## src/rtl/axi_4_lite_regfile_slv.sv

```systemverilog
// AXI4-Lite slave register file: independent AW/W buffering, byte-strobe
// writes, per-register read-only protection, SLVERR for illegal accesses,
// and a flat view of all registers for fabric logic.

// One register: reset value on reset, byte-lane update when written.
module axi_4_lite_regfile_slv_reg #(
  parameter int                    DATA_WIDTH  = 32,
  parameter logic [DATA_WIDTH-1:0] RESET_VALUE = '0
) (
  input  logic                    clk,
  input  logic                    rst,
  input  logic                    we,
  input  logic [DATA_WIDTH/8-1:0] strb,
  input  logic [DATA_WIDTH-1:0]   wdata,
  output logic [DATA_WIDTH-1:0]   q
);
  // Byte-masked storage
  always_ff @(posedge clk) begin
    if (rst) q <= RESET_VALUE;
    else if (we)
      for (int b = 0; b < DATA_WIDTH/8; b++)
        if (strb[b]) q[b*8 +: 8] <= wdata[b*8 +: 8];
  end
endmodule

module axi_4_lite_regfile_slv #(
  parameter int                    DATA_WIDTH  = 32,
  parameter int                    NUM_REGS    = 8,
  parameter int                    ADDR_WIDTH  = 5,
  parameter logic [NUM_REGS-1:0]   RO_MASK     = '0,
  parameter logic [DATA_WIDTH-1:0] RESET_VALUE = '0
) (
  input  logic                           S_AXI_ACLK,
  input  logic                           S_AXI_ARESET,
  input  logic                           S_AXI_AWVALID,
  output logic                           S_AXI_AWREADY,
  input  logic [ADDR_WIDTH-1:0]          S_AXI_AWADDR,
  input  logic [2:0]                     S_AXI_AWPROT,
  input  logic                           S_AXI_WVALID,
  output logic                           S_AXI_WREADY,
  input  logic [DATA_WIDTH-1:0]          S_AXI_WDATA,
  input  logic [DATA_WIDTH/8-1:0]        S_AXI_WSTRB,
  output logic                           S_AXI_BVALID,
  input  logic                           S_AXI_BREADY,
  output logic [1:0]                     S_AXI_BRESP,
  input  logic                           S_AXI_ARVALID,
  output logic                           S_AXI_ARREADY,
  input  logic [ADDR_WIDTH-1:0]          S_AXI_ARADDR,
  input  logic [2:0]                     S_AXI_ARPROT,
  output logic                           S_AXI_RVALID,
  input  logic                           S_AXI_RREADY,
  output logic [DATA_WIDTH-1:0]          S_AXI_RDATA,
  output logic [1:0]                     S_AXI_RRESP,
  output logic [NUM_REGS*DATA_WIDTH-1:0] regs_o
);
  localparam int STRB_W   = DATA_WIDTH/8;
  localparam int ADDR_LSB = $clog2(STRB_W);
  localparam int IDX_W    = ADDR_WIDTH - ADDR_LSB;
  localparam logic [1:0] RESP_OKAY   = 2'b00;
  localparam logic [1:0] RESP_SLVERR = 2'b10;

  logic                aw_full, w_full;
  logic [IDX_W-1:0]    aw_idx_q;
  logic [DATA_WIDTH-1:0] wdata_q;
  logic [STRB_W-1:0]   wstrb_q;
  logic [NUM_REGS-1:0][DATA_WIDTH-1:0] regs_q;
  logic [NUM_REGS-1:0] aw_hit, ar_hit;
  logic [IDX_W-1:0]    ar_idx;
  logic                aw_in_range, ar_in_range, aw_err, commit;
  logic [DATA_WIDTH-1:0] rd_data;

  // Protocol and sub-word address bits carry no meaning for this block.
  logic unused_ok;
  assign unused_ok = ^{S_AXI_AWPROT, S_AXI_ARPROT,
                       S_AXI_AWADDR[ADDR_LSB-1:0], S_AXI_ARADDR[ADDR_LSB-1:0]};

  assign ar_idx      = S_AXI_ARADDR[ADDR_WIDTH-1:ADDR_LSB];
  assign aw_in_range = int'(aw_idx_q) < NUM_REGS;
  assign ar_in_range = int'(ar_idx) < NUM_REGS;
  // Illegal write: index past the file, or a read-only target.
  assign aw_err      = !aw_in_range || |(aw_hit & RO_MASK);
  // Both halves buffered and the B slot free (or draining this edge).
  assign commit      = aw_full && w_full && (!S_AXI_BVALID || S_AXI_BREADY);

  assign S_AXI_AWREADY = !aw_full;
  assign S_AXI_WREADY  = !w_full;
  assign S_AXI_ARREADY = !S_AXI_RVALID || S_AXI_RREADY;
  assign regs_o        = regs_q;

  // Per-register storage; RO registers never see a write enable.
  for (genvar i = 0; i < NUM_REGS; i++) begin : g_reg
    assign aw_hit[i] = aw_idx_q == IDX_W'(i);
    assign ar_hit[i] = ar_idx == IDX_W'(i);
    axi_4_lite_regfile_slv_reg #(
      .DATA_WIDTH (DATA_WIDTH),
      .RESET_VALUE(RESET_VALUE)
    ) u_reg (
      .clk  (S_AXI_ACLK),
      .rst  (S_AXI_ARESET),
      .we   (commit && aw_hit[i] && !RO_MASK[i]),
      .strb (wstrb_q),
      .wdata(wdata_q),
      .q    (regs_q[i])
    );
  end

  // Read mux; yields zero when no register matches (out of range).
  always_comb begin
    rd_data = '0;
    for (int i = 0; i < NUM_REGS; i++)
      if (ar_hit[i]) rd_data = regs_q[i];
  end

  // AW/W one-entry buffers; both drain together on commit.
  always_ff @(posedge S_AXI_ACLK) begin
    if (S_AXI_ARESET) begin
      aw_full  <= 1'b0;
      w_full   <= 1'b0;
      aw_idx_q <= '0;
      wdata_q  <= '0;
      wstrb_q  <= '0;
    end else if (commit) begin
      aw_full <= 1'b0;
      w_full  <= 1'b0;
    end else begin
      if (S_AXI_AWVALID && !aw_full) begin
        aw_full  <= 1'b1;
        aw_idx_q <= S_AXI_AWADDR[ADDR_WIDTH-1:ADDR_LSB];
      end
      if (S_AXI_WVALID && !w_full) begin
        w_full  <= 1'b1;
        wdata_q <= S_AXI_WDATA;
        wstrb_q <= S_AXI_WSTRB;
      end
    end
  end

  // Write response: a commit reloads B even while the old one drains.
  always_ff @(posedge S_AXI_ACLK) begin
    if (S_AXI_ARESET) begin
      S_AXI_BVALID <= 1'b0;
      S_AXI_BRESP  <= RESP_OKAY;
    end else if (commit) begin
      S_AXI_BVALID <= 1'b1;
      S_AXI_BRESP  <= aw_err ? RESP_SLVERR : RESP_OKAY;
    end else if (S_AXI_BREADY) begin
      S_AXI_BVALID <= 1'b0;
    end
  end

  // Read response: registered one edge after the AR handshake.
  always_ff @(posedge S_AXI_ACLK) begin
    if (S_AXI_ARESET) begin
      S_AXI_RVALID <= 1'b0;
      S_AXI_RDATA  <= '0;
      S_AXI_RRESP  <= RESP_OKAY;
    end else if (S_AXI_ARVALID && S_AXI_ARREADY) begin
      S_AXI_RVALID <= 1'b1;
      S_AXI_RDATA  <= ar_in_range ? rd_data : '0;
      S_AXI_RRESP  <= ar_in_range ? RESP_OKAY : RESP_SLVERR;
    end else if (S_AXI_RREADY) begin
      S_AXI_RVALID <= 1'b0;
    end
  end
endmodule

```

## config.mk

```make
export PLATFORM = sky130hd
export DESIGN_NAME = axi_4_lite_regfile_slv
export DESIGN_NICKNAME = d
export VERILOG_FILES = /design/src/rtl/axi_4_lite_regfile_slv.sv
export SDC_FILE = /design/constraint.sdc
export NUM_CORES = 1
export LEC_CHECK = 0
export BUFFER_PORTS_ARGS = -buffer_cell sky130_fd_sc_hd__buf_2
export CORE_ASPECT_RATIO = 0.8
export CORE_MARGIN = 2
export CORE_UTILIZATION = 45
export DETAILED_ROUTE_END_ITERATION = 6
export GPL_TIMING_DRIVEN = 0
export PLACE_DENSITY = 0.82
export SYNTH_ARGS = -nofsm -noshare
export SYNTH_HDL_FRONTEND = slang
export SYNTH_SLANG_ARGS = --single-unit
export TNS_END_PERCENT = 1
```

## constraint.sdc

```tcl
create_clock -name S_AXI_ACLK -period 1.8 [get_ports S_AXI_ACLK]
set_input_delay 0.54 -clock S_AXI_ACLK [delete_from_list [all_inputs] [get_ports S_AXI_ACLK]]
set_output_delay 0.54 -clock S_AXI_ACLK [all_outputs]
set_load 0.1 [all_outputs]
```

Yosys cells after proc, flatten, opt, wreduce, memory -nomap -nowiden
Index checks and enable logic that the tools add are counted.

Eq/ne operators: 14. Multiplexer cells: 12. Bitwise operators: 1. Reductions and logical operators: 58.

Operators with widths (number): 32-bit two-way mux (8); 2-bit AND reduction (34); 3-bit equality test, second input constant (8); 1-bit logical AND (13); 3-bit by 2-bit equality test with 1-bit output, second input constant (4); 3-bit by 1-bit equality test with 1-bit output, second input constant (2); 3-bit zero test (2); 1-bit zero test (4); 1-bit two-way mux (4); 2-bit nonzero test (2); 1-bit logical OR (2); 2-bit OR reduction (1); 1-bit NOT (1).

Flip-flop bits (word level): 331. Input bits: 59. Output and inout port bits: 297. Word-level logic and storage cells: 125.

Logic depth before layout (Yosys ltp)
Gate-level depths: netlist of the first run.

Depth in word-level cells: 9. Depth in mapped cells: 7. Mapped depth without buffers: 4.

Hierarchy
From an unflattened synthesis of the first run, not the netlist that was laid out.

Cells, all modules: 1790. Area total of the unflattened synthesis: 16772.3 µm².

By module, submodules not included: axi_4_lite_regfile_slv_reg (instances 8, cells an instance 146, area an instance 1463.9 µm², seq. area each 640.6 µm²); axi_4_lite_regfile_slv (instances 1, cells an instance 622, area an instance 5061.1 µm², seq. area each 1501.4 µm²).

Worst setup path after synthesis of the first run
Ideal clock, no wire load.

Path type: reg2reg. From: reg S_AXI_RVALID. To: reg S_AXI_RDATA[10]. Library setup time: 101 ps. Arrival time: 2767 ps. Data required time: 1699 ps. Slack: -1068 ps. Cell stages (with the launch flop): 6. Path buffers: 2. Period minus slack after synthesis: 2868 ps. Cell sequence: dfxtp_1 nand2b_1 clkbuf_1 nand3b_1 clkbuf_1 o41ai_1.

Longest elaborated chain between the ends: 3.

RTL lines: start, declared (line 50) `output logic S_AXI_RVALID,`; start signal, assigned (line 154) `S_AXI_RVALID <= 1'b0;`; start signal, assigned (line 158) `S_AXI_RVALID <= 1'b1;`; start signal, assigned (line 162) `S_AXI_RVALID <= 1'b0;`; 1-bit zero test (line 87) `assign S_AXI_ARREADY = !S_AXI_RVALID || S_AXI_RREADY;`; 1-bit logical OR (line 87); via S_AXI_ARREADY (line 47) `output logic S_AXI_ARREADY,`; 1-bit logical AND (line 157) `end else if (S_AXI_ARVALID && S_AXI_ARREADY) begin`; end signal, assigned (line 159) `S_AXI_RDATA <= ar_in_range ? rd_data : '0;`; end, declared (line 52) `output logic [DATA_WIDTH-1:0] S_AXI_RDATA,`.

The timed path passes the listed nets, and every way through them passes these cells. A chain may end at the register's enable or synchronous reset.

Worst setup path after layout of the first run
From: reg aw_idx_q[2]. To: reg g_reg[6].u_reg.q[6].

Longest elaborated chain between the ends: 3.

RTL lines: start, declared (line 63) `logic [IDX_W-1:0] aw_idx_q;`; start signal, assigned (line 128) `aw_idx_q <= S_AXI_AWADDR[ADDR_WIDTH-1:ADDR_LSB];`; 3-bit equality test (line 92) `assign aw_hit[i] = aw_idx_q == IDX_W'(i);`; 1-bit logical AND (line 100) `.we (commit && aw_hit[i] && !RO_MASK[i]),`; 2-bit AND reduction (no source line); end signal, assigned by index (line 22) `if (strb[b]) q[b*8 +: 8] <= wdata[b*8 +: 8];`; end, declared (line 15) `output logic [DATA_WIDTH-1:0] q`.

No other way between the ends.

==> impl_summary.log, run 1 <==
INFO  metric setup_slack = -156 ps
INFO  metric clock-skew-final = between 10 and 15 ps
INFO  metric average_cell_area_after_synthesis = between 9 and 10 sq um
INFO  metric first_global_vias = ~13000
INFO  metric hold_slack = between 200 and 300 ps
INFO  metric achievable-frequency = about 510 MHz
INFO  metric post-synth-top-area-fraction = 0.449
INFO  metric tightest_slew = 778 ps
INFO  metric final_area = around 19000 sq um
INFO  metric total_chip_power = 16.7 mW
INFO  metric multi_input_area = a little under 8000 sq um
INFO  metric initial_antenna_violation_count = 1
INFO  metric filler_cell_count = between 2000 and 3000
INFO  metric layout.cells.non_filler = around 2400
INFO  metric regArea = ~6600 sq um
INFO  metric grt_setup_unrepaired = true
INFO  metric wl_per_cell = roughly 25 um
INFO  metric die_width = 206 um
INFO  metric worstPathArrival = 2340 ps
INFO  metric run_status = finished with violations
INFO  metric timing.rr.start = aw_idx_q[2]$_SDFFE_PP0P_
INFO  metric largest_net_degree_at_the_start_of_global_routing = 14
INFO  metric ios = about 360
INFO  metric ant_nets = 0
INFO  metric synthCells = roughly 1600
INFO  metric port-buffer-count = 339
INFO  metric timing_hold_violations_final = 0
INFO  metric gpl.final_weighted_congestion = 0.941
INFO  metric cts_root_buf = sky130_fd_sc_hd__clkbuf_16
INFO  metric ys_async_sr_fraction = 0
INFO  metric synth_area_leader_cell = sky130_fd_sc_hd__dfxtp_1
INFO  metric grt_usage = 0.333
INFO  metric detailedPlacementHpwl = around 44 mm
INFO  metric tritoncts = built
INFO  metric timing.critical_path.slowest_stage_cell = sky130_fd_sc_hd__nor4b_4
INFO  metric postRouteWirelength = 59.2 mm
INFO  metric dominantRegCellSynth = sky130_fd_sc_hd__dfxtp_1
INFO  metric clkTransAtPathRegs = ~60 ps
INFO  metric timing.max_cap.violations = 0
INFO  metric synth.cells.most_frequent = 331 x sky130_fd_sc_hd__dfxtp_1, 259 x sky130_fd_sc_hd__mux2i_1, 251 x sky130_fd_sc_hd__nand2b_1, 123 x sky130_fd_sc_hd__nand2_1, 107 x sky130_fd_sc_hd__clkbuf_1
INFO  metric violations = negative setup slack
INFO  metric grt_first_pass_wirelength = about 85 mm
INFO  metric routed-via-count = roughly 14000
INFO  metric timing.critical_path.required = 2180 ps
INFO  metric clock-sinks = ~330
INFO  metric worst_setup_path_end_kind = flip-flop
INFO  metric finalSetupViolCount = 64
INFO  metric crit_family = simple AND/OR/NAND/NOR gates
INFO  metric post_drt_via_cell_ratio = about 5.7
INFO  metric placement.setup.worst_slack = -907 ps
INFO  metric holdCritStartpoint = S_AXI_WDATA[10]
INFO  metric synth-seq-cells = about 330
INFO  metric layout-drive-gt1-share = 0.283
INFO  metric total_leakage_power = 9.17 nW
INFO  metric worst_setup_path_startpoint = aw_idx_q[2]$_SDFFE_PP0P_
INFO  metric num_cts_buffers = 36
INFO  metric synth_area = between 10000 and 15000 sq um
INFO  metric timing.final.crit_share = 1.09
INFO  metric holdCritPathClass = in -> reg
INFO  metric initial_detailed_routing_violation_count = around 1400
INFO  metric post_synth_main_area_contributors = sky130_fd_sc_hd__dfxtp_1 45%, sky130_fd_sc_hd__mux2i_1 18%, sky130_fd_sc_hd__nand2b_1 11%, sky130_fd_sc_hd__nand2_1 3.1%, sky130_fd_sc_hd__clkbuf_1 2.7%
INFO  metric grt_remaining_overflow = 0
INFO  metric insertion_delay = roughly 530 ps
INFO  metric timing.critical_path.buf_inv = 0
INFO  metric layout.nets = 2005
INFO  metric max_slew_margin = 0.481
INFO  metric crit_path_cell_trace = nand2_1 -> nor4b_4 -> nand2_2 -> mux2i_1
INFO  metric timing.final.crit_period = between 1500 and 2000 ps
INFO  metric critical_path.max_fanout = 8
INFO  metric postPlaceCellArea = 17000 sq um
INFO  metric yosys_warnings = 0
INFO  metric floorplan.initialDensity = 0.455
INFO  metric dp.cells = between 2000 and 2500
INFO  metric post-synth-top-count-cell = sky130_fd_sc_hd__dfxtp_1
INFO  metric grt_use_met2 = 0.492
INFO  metric placement_rows = 59
INFO  metric timing.final.max_slew_violations = 0
INFO  metric layout-area-overhead-vs-synth = 32.1%
INFO  metric critical_path.startpoint_type = flip-flop
INFO  metric met1_resource_use_gr = 0.444
INFO  metric grt.met3_usage = 0.103
INFO  metric core_area = between 30000 and 40000 sq um
INFO  metric synth.yosys.seq_area_share = 0.449
INFO  metric cts.path.max_buffers = 3
INFO  metric ir_worst_vdd = 521 uV
INFO  metric cts_max_level = 2
INFO  metric criticalPathCategory = reg -> reg
INFO  metric max_stage_delay = between 600 and 700 ps
INFO  metric drt_pass1_iterations = 5
INFO  metric die_height = 166 um
INFO  metric grt_most_used_layer = met2
INFO  metric total_power_density_per_cell_area = approximately 860 nW/um^2
INFO  metric dieArea = around 34000 sq um
INFO  metric yosys.cell_types.count = 43
INFO  metric drc_violation_count_after_routing = 0
INFO  metric synth_edf_count = 0
==> per-stage QoR <==
stage,TNS [ps],util
after floorplan,-25580,-
final,-4310,0.601
after detailed placement,-167690,0.525
after CTS,-8180,0.592
after global routing,-6820,0.601
after global placement,-153530,0.525
==> path summary, 6_finish.rpt <==
| kind | to | slack, ps | depth (start not counted) |
|---|---|---|---|
| worst min-delay path | wdata_q[10]$_SDFFE_PP0P_ | 250 | 3 |
| worst max-delay path | g_reg[6].u_reg.q[6]$_SDFFE_PP0P_ | -160 | 4 |
| worst max register to register | g_reg[6].u_reg.q[6]$_SDFFE_PP0P_ | -160 | 4 |
| worst min register to register | wdata_q[1]$_SDFFE_PP0P_ | 460 | 2 |
==> power breakdown <==
part | switching, mW | internal [mW] | total (mW)
clock network | 3.07 | 4.31 | 7.38
logic | 1.26 | 0.495 | 1.75
registers | 0.112 | 7.43 | 7.54
==> layer usage <==
| layer | share of wire | routed length (um) |
|---|---|---|
| met1 | 0.41 | 24200 |
| met2 | 0.42 | 25100 |
| met3 | 0.11 | 6810 |
| met4 | 0.052 | 3080 |
| met5 | 0 | 0 |
==> flip-flops by register name, indices dropped and copies added (netlist names) <==
register,flops
wstrb_q,4
aw_idx_q,3
S_AXI_RVALID,1
S_AXI_RDATA,32
aw_full,1
g.u_reg.q,256
S_AXI_BVALID,1
w_full,1
wdata_q,32
==> kinds of logic after synthesis <==
kind of cell | synth area share
other | 0.000254
and+or+nand+nor | 0.205
muxes | 0.201
buffers and inverters | 0.0405
DFF | 0.449
AOI/OAI and AO/OA | 0.104
==> cell usage in the layout, fill, tap and decap left out, drive strengths merged, types with 4 or more instances in the layout <==
master	netlist	final
a211oi	22	22
a21oi	60	60
a221o	4	4
a22oi	8	8
a311oi	5	5
a32o	4	4
and2	24	24
buf	28	380
clkbuf	107	158
clkinv	0	8
conb	1	4
dfxtp	331	331
inv	11	10
mux2	31	31
mux2i	259	259
nand2	138	138
nand2b	251	251
nand4	6	6
nor2	70	70
nor2b	34	34
nor3	4	4
nor3b	4	4
o21ai	76	76
o22a	21	21
o22ai	14	14
o41ai	21	21
==> timing repair <==
item | in CTS | in global routing
gates resized for setup | 363 | 79
buffers inserted | 3 | 10
hold buffers | 0 | 0
setup endpoints to repair | 564 | 276
pin swaps | 11 | 5
==> worst min-delay path, delay by kind of cell <==
family,cells,cell delay [ps]
AOI/OAI and AO/OA,1,50
and+or+nand+nor,1,50
buffers and inverters,1,100
==> cell type report <==
class                           instances  share of cell area
Inverter                               11             0.00231
Clock buffer                           53              0.0537
Clock inverter                         10             0.00533
Timing Repair Buffer                  352               0.138
Buffer                                133              0.0347
Antenna cell                            1            0.000128
Multi-Input combinational cell       1081               0.397
Tap cell                              427              0.0274
Sequential cell                       331               0.341
Note: power is estimated with default switching activity, not from simulation.
==> inputs of run 2 (changes only) <==
CAP_MARGIN = 5   (was not set)
SETUP_SLACK_MARGIN = 0.2   (was not set)
==> impl_summary.log, run 2 (same netlist as run 1, synthesis figures left out) <==
INFO  metric placement.setup.worst_slack = -946 ps (-39.2 ps)
INFO  metric violations = negative setup slack
INFO  metric num_cts_buffers = 36 (unchanged)
INFO  metric final_area = 24200 sq um (+24%)
INFO  metric largest_register_ff_count = 256 (unchanged)
INFO  metric largest-register = g.u_reg.q
INFO  metric cts.path.max_buffers = 3 (unchanged)
INFO  metric filler_cell_count = 1823 (-35%)
INFO  metric clock-skew-final = 32.8 ps (+21.3 ps)
INFO  metric timing.hold.worst_path_depth = 3 (unchanged)
INFO  metric cts_max_level = 2 (unchanged)
INFO  metric run_status = finished with violations
INFO  metric layout-drive-gt1-share = 0.437 (+0.155)
INFO  metric port-buffer-count = 339 (unchanged)
INFO  metric timing_hold_violations_final = 0 (unchanged)
INFO  metric timing.final.crit_share = 1.10 (+0.00928)
INFO  metric largest_net_degree_at_the_start_of_global_routing = 14 (unchanged)
INFO  metric cts_root_buf = sky130_fd_sc_hd__clkbuf_16
INFO  metric ir_worst_vdd = 511 uV (-1.8%)
INFO  metric achievable-frequency = 507 MHz (-0.85%)
INFO  metric postPlaceCellArea = 17200 sq um (+0.96%)
INFO  metric tritoncts = built
INFO  metric setup_slack = -173 ps (-16.7 ps)
INFO  metric hold_slack = 243 ps (-11.4 ps)
INFO  metric ff_to_ff_path_depth = 7 (+3)
INFO  metric tightest_slew = 824 ps (+46.1 ps)
INFO  metric initial_detailed_routing_violation_count = 1978 (+37%)
INFO  metric grt_setup_unrepaired = true
INFO  metric dp.cells = 2324 (unchanged)
INFO  metric timing.critical_path.required = 2220 ps (+40 ps)
INFO  metric timing.max_cap.violations = 0 (unchanged)
INFO  metric post_drt_via_cell_ratio = 6.37 (+11%)
INFO  metric first_global_vias = 14400 (+9.2%)
INFO  metric insertion_delay = 550 ps (+20 ps)
INFO  metric max_slew_margin = 0.451 (-0.0308)
INFO  metric critical_path.max_fanout = 8 (unchanged)
INFO  metric reg_top3 = g.u_reg.q (256), S_AXI_RDATA (32), wdata_q (32)
INFO  metric layout-area-overhead-vs-synth = 64.2%
INFO  metric wl_per_cell = 30.9 um (+25%)
INFO  metric ios = 356 (unchanged)
INFO  metric max_stage_delay = 360 ps (-250 ps)
INFO  metric finalSetupViolCount = 32 (-50%)
INFO  metric timing.critical_path.slowest_stage_cell = sky130_fd_sc_hd__dfxtp_4
INFO  metric grt_usage = 0.362 (+0.0293)
INFO  metric layout.nets = 2019 (+0.70%)
INFO  metric worstPathArrival = 2390 ps (+50 ps)
INFO  metric drt_pass1_iterations = 7 (+2)
INFO  metric layout.cells.non_filler = 2412 (+0.54%)
INFO  metric grt_first_pass_wirelength = 92.2 mm (+8.8%)
INFO  metric postRouteWirelength = 74.5 mm (+26%)
INFO  metric total_leakage_power = 10.4 nW (+13%)
INFO  metric floorplan.initialDensity = 0.455 (unchanged)
INFO  metric detailedPlacementHpwl = 43.7 mm (-0.15%)
INFO  metric criticalPathCategory = reg -> reg
INFO  metric routed-via-count = 15400 (+12%)
INFO  metric timing.final.crit_period = 1970 ps (+16.7 ps)
INFO  metric holdCritPathClass = in -> reg
INFO  metric critical_path.startpoint_type = flip-flop
INFO  metric total_power_density_per_cell_area = 709 nW/um^2 (-17%)
INFO  metric ant_nets = 0 (unchanged)
INFO  metric gpl.final_weighted_congestion = 0.909 (-3.5%)
INFO  metric initial_antenna_violation_count = 10 (+9)
INFO  metric mostFrequentLayoutCells = 292 x sky130_fd_sc_hd__buf_12, 256 x sky130_fd_sc_hd__mux2i_1, 244 x sky130_fd_sc_hd__nand2b_1, 155 x sky130_fd_sc_hd__dfxtp_4
INFO  metric drc_violation_count_after_routing = 0 (unchanged)
INFO  metric worst_setup_path_end_kind = flip-flop
INFO  metric core_area = 32400 sq um (unchanged)
INFO  metric final_common_cell = sky130_fd_sc_hd__buf_12
INFO  metric die_height = 166 um (unchanged)
INFO  metric dieArea = 34200 sq um (unchanged)
INFO  metric timing.final.max_slew_violations = 0 (unchanged)
INFO  metric clock-sinks = 331 (unchanged)
INFO  metric fin_setup_tns = -1730 ps (+2580 ps)
INFO  metric grt_remaining_overflow = 0 (unchanged)
INFO  metric crit_path_cell_trace = or2_1 -> buf_6 -> nor4_4 -> buf_4 -> and2_4 -> buf_12 -> mux2i_1
INFO  metric placement_rows = 59 (unchanged)
INFO  metric die_width = 206 um (unchanged)
INFO  metric clkTransAtPathRegs = 70 ps (about the same)
==> run 2: final timing paths <==
kind,from,end,slack (ps)
setup reg to reg,aw_idx_q[1]$_SDFFE_PP0P_,g_reg[4].u_reg.q[29]$_SDFFE_PP0P_,-170
hold reg to reg,wdata_q[1]$_SDFFE_PP0P_,wdata_q[1]$_SDFFE_PP0P_,460
hold / removal,S_AXI_WSTRB[0],wstrb_q[0]$_SDFFE_PP0P_,240
setup / recovery,aw_idx_q[1]$_SDFFE_PP0P_,g_reg[4].u_reg.q[29]$_SDFFE_PP0P_,-170
==> run 2: metal layers <==
layer  part of all wire  wire (um)  track usage
met1               0.36      27200        0.462
met2               0.42      31300        0.533
met3               0.14      10200        0.132
met4              0.077       5760        0.189
met5            0.00075         56            0
==> run 2: metrics by stage <==
stage,power (mW),utilization
3_3_place_gp,9.30,0.530
4_1_cts,16.8,0.662
2_1_floorplan,8.78,-
6_report,17.2,0.747
3_5_place_dp,9.32,0.530
5_1_grt,17.4,0.747
==> run 2: layout make-up <==
class                      instances  area [sq um]  area share
sequential                       331          7360       0.304
clock buffer                      53          1070      0.0441
inverter                          11          51.3     0.00212
clock inverter                     6           116     0.00481
tap                              427           534      0.0221
buffer                           135           921      0.0380
timing repair buffer             364          6250       0.258
antenna                            4          10.0    0.000413
multi-input combinational       1081          7900       0.326
==> run 2: what timing repair did <==
action,4_1_cts,5_1_grt
hold buffers,0,0
endpoints found under the setup margin,624,608
endpoints found under the hold margin,0,0
gates resized for setup,961,832
pin swaps,21,13
buffers inserted,18,7
==> run 2: critical path, delay by kind of cell, from the launching register on <==
family | cells | cell delay, ps
AND/OR/NAND/NOR | 3 | 710
multiplexers | 1 | 310
buffers and inverters | 3 | 470
flip-flops | 1 | 360
==> run 2: power by group <==
group	internal, mW	switching [mW]	total (mW)
registers	7.21	0.120	7.33
clock network	4.53	3.21	7.74
logic	0.676	1.42	2.10
total	12.4	4.75	17.2
==> inputs of run 3 (changes only) <==
CORE_ASPECT_RATIO = 0.7   (was 0.8)
CORE_UTILIZATION = 49   (was 45)
PLACE_DENSITY = 0.87   (was 0.82)
RECOVER_POWER = 100   (was not set)
==> impl_summary.log, run 3 (same netlist as run 1, synthesis figures left out) <==
INFO  metric crit_family = simple AND/OR/NAND/NOR gates
INFO  metric ios = 356 (unchanged)
INFO  metric die_width = 211 um (+2.4%)
INFO  metric finalSetupViolCount = 59 (+84%)
INFO  metric criticalPathCategory = reg -> reg
INFO  metric initial_antenna_violation_count = 3 (-7)
INFO  metric final_common_cell = sky130_fd_sc_hd__mux2i_1
INFO  metric drc_violation_count_after_routing = 16 (+16)
INFO  metric drt_pass1_iterations = 7 (unchanged)
INFO  metric die_height = 149 um (-10%)
INFO  metric worstPathArrival = 2340 ps (-50 ps)
INFO  metric critical_path.startpoint_type = flip-flop
INFO  metric layout.cells.non_filler = 2367 (-1.9%)
INFO  metric grt_use_met2 = 0.592 (+0.0584)
INFO  metric cts.path.max_buffers = 3 (unchanged)
INFO  metric reg_top3 = g.u_reg.q (256), S_AXI_RDATA (32), wdata_q (32)
INFO  metric grt_first_pass_wirelength = 90.7 mm (-1.6%)
INFO  metric timing.critical_path.buf_inv = 3 (unchanged)
INFO  metric ff_to_ff_path_depth = 7 (unchanged)
INFO  metric ir_worst_vdd = 599 uV (+17%)
INFO  metric cts.hold.buffers_added = 0 (unchanged)
INFO  metric timing_hold_violations_final = 0 (unchanged)
INFO  metric worst_setup_path_end_kind = flip-flop
INFO  metric achievable-frequency = 519 MHz (+2.4%)
INFO  metric combPwrFrac = 0.116 (-0.006)
INFO  metric largest_net_degree_at_the_start_of_global_routing = 15 (+1)
INFO  metric netSwitchingPower = 4.60 mW (-3.3%)
INFO  metric initial_detailed_routing_violation_count = 1698 (-14%)
INFO  metric placement.setup.worst_slack = -1120 ps (-173 ps)
INFO  metric internal-power = 12.3 mW (-1.0%)
INFO  metric num_cts_buffers = 35 (-2.8%)
INFO  metric run_status = finished with violations
INFO  metric max_stage_delay = 390 ps (+30 ps)
INFO  metric gpl.final_weighted_congestion = 0.991 (+9.1%)
INFO  metric cp.depth = 7 (unchanged)
INFO  metric met1_resource_use_gr = 0.496 (+0.0347)
INFO  metric timing.rr.start = aw_idx_q[1]$_SDFFE_PP0P_
INFO  metric total_power_density_per_cell_area = 769 nW/um^2 (+8.5%)
INFO  metric seqPwrFrac = 0.437 (+0.010)
INFO  metric crit_path_cell_trace = or2_1 -> clkbuf_8 -> nor4_4 -> buf_4 -> buf_4 -> nand2_8 -> mux2i_1
INFO  metric timing.max_cap.violations = 0 (unchanged)
INFO  metric largest_register_ff_count = 256 (unchanged)
INFO  metric total_leakage_power = 9.93 nW (-4.2%)
INFO  metric insertion_delay = 520 ps (-30 ps)
INFO  metric violations = design-rule violations, negative setup slack
INFO  metric largest-register = g.u_reg.q
INFO  metric timing.critical_path.slowest_stage_cell = sky130_fd_sc_hd__dfxtp_4
INFO  metric grt_remaining_overflow = 0 (unchanged)
INFO  metric postRouteWirelength = 64.3 mm (-14%)
INFO  metric dp.cells = 2282 (-1.8%)
INFO  metric max_slew_margin = 0.408 (-0.0427)
INFO  metric detailedPlacementHpwl = 44.2 mm (+1.0%)
INFO  metric placement_rows = 53 (-10%)
INFO  metric tritoncts = built
INFO  metric setup_slack = -126 ps (+46.7 ps)
INFO  metric clkTransAtPathRegs = 70 ps (about the same)
INFO  metric clock_power_share = 0.447 (-0.004)
INFO  metric cts_max_level = 2 (unchanged)
INFO  metric clock-sinks = 331 (unchanged)
INFO  metric hold_slack = 265 ps (+22.7 ps)
INFO  metric clock-skew-final = 13.6 ps (-19.1 ps)
INFO  metric filler_cell_count = 1949 (+6.9%)
INFO  metric floorplan.initialDensity = 0.494 (+0.0391)
INFO  metric grt_setup_unrepaired = true
INFO  metric timing.hold.worst_path_depth = 3 (unchanged)
INFO  metric ant_nets = 0 (unchanged)
INFO  metric worst_setup_path_startpoint = aw_idx_q[1]$_SDFFE_PP0P_
INFO  metric layout.nets = 2016 (-0.15%)
INFO  metric cts_root_buf = sky130_fd_sc_hd__clkbuf_16
INFO  metric port-buffer-count = 339 (unchanged)
INFO  metric layout-drive-gt1-share = 0.378 (-0.0592)
INFO  metric first_global_vias = 14300 (-0.52%)
INFO  metric total_chip_power = 16.9 mW (-1.7%)
INFO  metric holdCritPathClass = in -> reg
INFO  metric mostFrequentLayoutCells = 258 x sky130_fd_sc_hd__mux2i_1, 248 x sky130_fd_sc_hd__nand2b_1, 171 x sky130_fd_sc_hd__dfxtp_1, 170 x sky130_fd_sc_hd__buf_4, 154 x sky130_fd_sc_hd__buf_12
INFO  metric layout-area-overhead-vs-synth = 48.8%
INFO  metric critical_path.most_common_cell = sky130_fd_sc_hd__buf_4
INFO  metric holdCritStartpoint = S_AXI_WDATA[25]
INFO  metric post_drt_via_cell_ratio = 6.13 (-3.8%)
INFO  metric routed-via-count = 14500 (-5.6%)
INFO  metric ff2ff_setup_slack = -130 ps (+50 ps)
INFO  metric p_sw_frac = 0.272 (-0.00457)
INFO  metric timing.critical_path.required = 2220 ps (about the same)
INFO  metric core_area = 29800 sq um (-7.9%)
INFO  metric wl_per_cell = 27.2 um (-12%)
INFO  metric grt_usage = 0.387 (+0.0251)
INFO  metric dieArea = 31500 sq um (-7.9%)
INFO  metric timing.final.crit_share = 1.07 (-0.0259)
INFO  metric tightest_slew = 888 ps (+64.0 ps)
INFO  metric grt_most_used_layer = met2
INFO  metric timing.final.max_slew_violations = 0 (unchanged)
INFO  metric grt.met3_usage = 0.135 (+0.00349)
INFO  metric timing.final.crit_period = 1930 ps (-46.7 ps)
INFO  metric critical_path.max_fanout = 9 (+1)
## run 3: cell types whose count changed in the layout (fill, tap and decap cells not counted), sizes merged
cell,previous run,this run
clkinv,3,7
clkinvlp,2,5
clkbuf,146,151
diode,4,3
buf,406,392
## run 3: cell type report
type	instances	area (sq um)	share of cell area
flip-flops and latches	331	7100	0.324
plain buffers	135	800	0.0364
multi-input cells	1081	7790	0.355
inverters	11	51.3	0.00234
diodes	3	7.51	0.000342
clock inverters	13	151	0.00690
repair buffers	362	4540	0.207
well taps	385	482	0.0219
clock buffers	46	1020	0.0465
## run 3: per-layer routing
layer | vias to the layer above | routed length, um
met5 | - | 13
met2 | 1103 | 28000
met4 | 2 | 3030
met1 | 7026 | 24800
met3 | 240 | 8460
li1 | 6149 | -
## run 3: worst min-delay path, cell delays in order
cell,delay (ps)
sky130_fd_sc_hd__buf_2,90
sky130_fd_sc_hd__nand2_1,50
sky130_fd_sc_hd__a21oi_1,50
## run 3: path summary, 6_finish.rpt
check | end
hold / removal | wdata_q[25]$_SDFFE_PP0P_
setup reg to reg | g_reg[4].u_reg.q[22]$_SDFFE_PP0P_
setup / recovery | g_reg[4].u_reg.q[22]$_SDFFE_PP0P_
hold reg to reg | wdata_q[20]$_SDFFE_PP0P_
## run 3: metrics by stage
stage / utilization / TNS [ps] / cell area [sq um]
2_1_floorplan: - / -25140 / 14900
3_3_place_gp: 0.574 / -177930 / 17100
3_5_place_dp: 0.574 / -190670 / 17100
4_1_cts: 0.718 / -24.9 / 21400
5_1_grt: 0.735 / -4730 / 21900
6_report: 0.736 / -2230 / 21900
## run 3: power by group through the flow
stage	Sequential, mW	Combinational [mW]	Clock (mW)
floorplan	7.98	0.801	0
global placement	7.66	1.64	0
detailed placement	7.67	1.67	0
CTS	7.38	1.84	7.46
global route	7.38	1.99	7.78
finish	7.38	1.95	7.55
## run 3: what timing repair did
| item | 4_1_cts | 5_1_grt |
|---|---|---|
| setup buffers | 20 | 3 |
| endpoints found under the setup margin | 624 | 598 |
| resized for setup | 989 | 178 |
| pin swaps | 15 | 6 |
| cloned | 0 | 0 |
